[config.mk]
export PLATFORM = sky130hd
export DESIGN_NAME = cyphertext_reader
export DESIGN_NICKNAME = d
export VERILOG_FILES = /design/src/rtl/cyphertext_reader.sv
export SDC_FILE = /design/constraint.sdc
export NUM_CORES = 1
export LEC_CHECK = 0
export CAP_MARGIN = 10
export CORE_MARGIN = 3
export CORE_UTILIZATION = 30
export CTS_CLUSTER_SIZE = 20
export DETAILED_ROUTE_END_ITERATION = 8
export GPL_TIMING_DRIVEN = 0
export HOLD_SLACK_MARGIN = 0.06
export PLACE_DENSITY_LB_ADDON = 0.12
export SETUP_SLACK_MARGIN = 0.1
export SYNTH_ARGS = -nofsm -noshare
export SYNTH_HDL_FRONTEND = slang
export SYNTH_SLANG_ARGS = --single-unit
[constraint.sdc]
create_clock -name clk_i -period 3.73 [get_ports clk_i]
set_clock_uncertainty 0.2 [all_clocks]
set_input_delay 0.746 -clock clk_i [delete_from_list [all_inputs] [get_ports clk_i]]
set_output_delay 0.746 -clock clk_i [all_outputs]
set_load 0.05 [all_outputs]
[src/rtl/cyphertext_reader.sv]
// Cyphertext RAM readout: fetches a contiguous run of blocks from the RAM
// read port and streams each block out MSB byte first over valid/ready.
module cyphertext_reader #(
  parameter int TEXT_WIDTH  = 128,
  parameter int ADDR_WIDTH  = 4,
  parameter int MEMORY_SIZE = 16
) (
  input  logic                  clk_i,
  input  logic                  rst_i,
  input  logic                  start_i,
  input  logic [ADDR_WIDTH-1:0] first_addr_i,
  input  logic [ADDR_WIDTH:0]   num_blocks_i,
  output logic                  rd_en_o,
  output logic [ADDR_WIDTH-1:0] rd_addr_o,
  input  logic [TEXT_WIDTH-1:0] rd_data_i,
  output logic [7:0]            byte_o,
  output logic                  byte_valid_o,
  input  logic                  byte_ready_i,
  output logic                  last_o,
  output logic                  busy_o,
  output logic                  done_o
);

  localparam int BYTES = TEXT_WIDTH / 8;
  localparam int BCW   = (BYTES > 1) ? $clog2(BYTES) : 1;

  typedef enum logic [2:0] {
    S_IDLE,
    S_FETCH,
    S_WAIT,
    S_SEND,
    S_FINISH
  } state_t;

  state_t                  state_q, state_d;
  logic [ADDR_WIDTH-1:0]   addr_q, addr_d;
  logic [ADDR_WIDTH:0]     blk_q, blk_d;
  logic [BCW-1:0]          bcnt_q, bcnt_d;
  logic [TEXT_WIDTH-1:0]   shift_q, shift_d;
  logic [ADDR_WIDTH-1:0]   addr_next;
  logic                    xfer;

  // Address advances modulo MEMORY_SIZE, which need not be a power of two.
  assign addr_next = (addr_q == ADDR_WIDTH'(MEMORY_SIZE - 1)) ? '0 : addr_q + 1'b1;
  assign xfer      = (state_q == S_SEND) && byte_ready_i;

  // Outputs are decoded from registered state only.
  assign rd_en_o      = (state_q == S_FETCH);
  assign rd_addr_o    = addr_q;
  assign byte_valid_o = (state_q == S_SEND);
  assign byte_o       = byte_valid_o ? shift_q[TEXT_WIDTH-1 -: 8] : 8'h00;
  assign last_o       = byte_valid_o && (blk_q == (ADDR_WIDTH+1)'(1)) && (bcnt_q == '0);
  assign busy_o       = (state_q == S_FETCH) || (state_q == S_WAIT) || (state_q == S_SEND);
  assign done_o       = (state_q == S_FINISH);

  // Next-state and datapath update; everything holds unless a state says otherwise.
  always_comb begin
    state_d = state_q;
    addr_d  = addr_q;
    blk_d   = blk_q;
    bcnt_d  = bcnt_q;
    shift_d = shift_q;
    case (state_q)
      S_IDLE: begin
        if (start_i) begin
          addr_d  = first_addr_i;
          blk_d   = num_blocks_i;
          state_d = (num_blocks_i == '0) ? S_FINISH : S_FETCH;
        end
      end
      S_FETCH: state_d = S_WAIT;
      S_WAIT: begin
        // RAM data is valid the cycle after the read strobe.
        shift_d = rd_data_i;
        bcnt_d  = BCW'(BYTES - 1);
        state_d = S_SEND;
      end
      S_SEND: begin
        if (xfer) begin
          if (bcnt_q == '0) begin
            blk_d   = blk_q - 1'b1;
            addr_d  = addr_next;
            state_d = (blk_q == (ADDR_WIDTH+1)'(1)) ? S_FINISH : S_FETCH;
          end else begin
            shift_d = shift_q << 8;
            bcnt_d  = bcnt_q - 1'b1;
          end
        end
      end
      S_FINISH: state_d = S_IDLE;
      default:  state_d = S_IDLE;
    endcase
  end

  // State register; reset aborts any readout in progress without a done pulse.
  always_ff @(posedge clk_i) begin
    if (rst_i) begin
      state_q <= S_IDLE;
      addr_q  <= '0;
      blk_q   <= '0;
      bcnt_q  <= '0;
      shift_q <= '0;
    end else begin
      state_q <= state_d;
      addr_q  <= addr_d;
      blk_q   <= blk_d;
      bcnt_q  <= bcnt_d;
      shift_q <= shift_d;
    end
  end

endmodule

==> results.cfg <==
[status]
status = finished clean

[drt]
first_pass_iters = 4
dr.first_iter.drc_count = 352
viasPerCell = 4.90
post_drt_wl_per_cell_um = 16.3
route.detailed.drc = 0
antenna_left = 0
wirelength_um = 21100
vias = 6330

[logic_synthesis]
synthCells = 828
netlist.top_cell.by_area = dfxtp_1
synthesis.area_mm2 = 0.00688
synthXorXnorAreaFrac = 0
synth-adder-area-share = 0.00728
synth-simple-area-share = 0.249
synth_warnings = 0
synth_top_family_by_area = compound AO/OA/AOI/OAI gates
syn_area_per_cell_um2 = 8.31
syn_nets = 973
synth_cell_type_count = 41
synth_compound_area_frac = 0.261
yosys_register_bits = 144
synthMuxAreaShare = 0
synth_seq_area_share = 0.419
yosys.area.top_type_share = 0.419
synth_area_leaders = dfxtp_1 42%, a311oi_2 15%, nand2_1 14%

[power_and_ir_drop]
total_power_mw = 4.32
p_leak_nw = 3.33
powerDensity_mw_per_mm2 = 465
max-vdd-ir-drop_uv = 274

[job]
cap_violations = 0

[die]
die_y_um = 157
core.rowCount = 54
die_w_um = 157
io_pins = 158
core-area_mm2 = 0.0222
start_util = 0.310
die_area_mm2 = 0.0248

[finish]
drive_above_1_share = 0.134
nets = 1147
n_antenna_cell = 0
utilization = 0.419
stdcell_count = 1292
stdcell_area_mm2 = 0.00929
syn_to_final_growth_pct = 35.1

[critical_path]
start_kind = flip-flop
crit_type = flip-flop to output pin
cp_max_fo = 15
worstPathRequired_ns = 2.78
crit_arrival_ns = 2.52
end_kind = output pin

[grt]
grt_overflow = 0
grt_pass1_vias = 6316
grt_max_degree = 17
track_usage = 0.169
grt_pass1_wl_um = 32900
antenna_found_initial = 0

[min_path]
hp-class = flip-flop to flip-flop

[timing]
relSlewSlack = 0.519
finalSetupViolCount = 0
worst_pin_slew_ns = 0.721
hold_violations = 0
layout_min_cycle_time_ns = 3.47
rsz0062_at_grt = no
timing.final.ws_setup_ns = 0.260
tns_ns = 0
post-route-period-util = 0.930
fmax_mhz = 288
hold_ws_ns = 0.269
drv_slew = 0

[clocking]
htreeDepth = 4
clock-sinks = 144
clk_pin_slew_ns = 0.06
postCtsHoldBufs = 0
cts-root-buf = clkbuf_16
cts_tree = built
insertion_delay_ns = 0.42
ctsLongestPathBuffers = 2
cts_buffers = 17

[placed_design]
place_ws_ns = 0.295
place_inst = 1264
port_buffers = 156
dp_hpwl_um = 15400
place_area_mm2 = 0.00879
gp_congestion = 0.780
==> sequential cells by signal (all words and copies together) (netlist names) <==
| signal | count |
|---|---|
| shift_q | 128 |
| blk_q | 5 |
| bcnt_q | 4 |
| rd_addr_o | 4 |
| state_q | 3 |
==> cell usage in the layout, fill, tap and decap left out, drive strengths merged, types with 4 or more instances in the layout <==
cell type,instances
a311oi,122
a31oi,4
a21oi,9
nand2,252
buf,38
nor3b,4
o21ai,11
nor2,143
clkbuf,62
and2,10
clkdlybuf4s50,155
dfxtp,144
ha,4
inv,7
a22oi,8
==> critical path, stage by stage, from the launching register on <==
cell and delay, ns:
dfxtp_1 0.29, buf_2 0.17, nand3b_1 0.16, buf_2 0.22
inv_2 0.28, and2_1 0.18, clkdlybuf4s50_1 0.80
==> kinds of logic after synthesis <==
kind of cell / Yosys count
buf+inv: 85
compound gates: 167
simple gates: 428
flops: 144
fa+ha+maj: 4
==> layout make-up <==
class	instances	area, um^2
Multi-Input combinational cell	599	3560
Tap cell	280	350
Fill cell	2310	12900
Sequential cell	144	2880
Clock inverter	6	37.5
Buffer	77	404
Inverter	7	26.3
Timing Repair Buffer	156	1560
Clock buffer	23	468
==> cells in the mapped netlist (all sizes together) <==
cell type,number
a31oi,4
a21boi,1
nand4,1
inv,7
nor4b,1
or3,3
a22oi,8
nand4b,3
dfxtp,144
nand3,2
nor4,1
nand2b,1
ha,4
nor3b,4
and2,10
nor3,3
o21ai,11
nor2b,1
a211oi,2
o211ai,1
clkbuf,40
a311oi,122
a221oi,2
a21o,3
nand2,252
nand3b,2
a311o,1
buf,38
a31o,2
or3b,1
nor2,143
o311a,1
a21oi,9
==> final timing paths <==
check                   from           end  slack [ns]  depth (start not counted)
setup / recovery  state_q[2]     byte_o[4]        0.26                          6
hold / removal      blk_q[1]      blk_q[1]        0.27                          2
setup reg to reg  state_q[2]  shift_q[109]        1.28                          8
hold reg to reg     blk_q[1]      blk_q[1]        0.27                          2
==> repair_timing <==
| item | 4_1_cts | 5_1_grt |
|---|---|---|
| endpoints found under the setup margin | 10 | 0 |
| buffers inserted | 0 | 0 |
| resized for setup | 1 | 0 |
==> routing by layer <==
| layer | routed length [um] | GRT usage | vias to the layer above | part of all wire |
|---|---|---|---|---|
| li1 | - | - | 3246 | - |
| met1 | 9970 | 0.226 | 2935 | 0.47 |
| met2 | 9870 | 0.274 | 136 | 0.47 |
| met3 | 1080 | 0.0418 | 13 | 0.051 |
| met4 | 206 | 0.0426 | 0 | 0.0098 |
| met5 | 0 | 0 | - | 0 |
==> report_power, final <==
part	internal [mW]	switching, mW
Sequential	1.73	0.111
Clock	0.869	0.639
Combinational	0.445	0.524
Power figures use the tool's default switching activity.
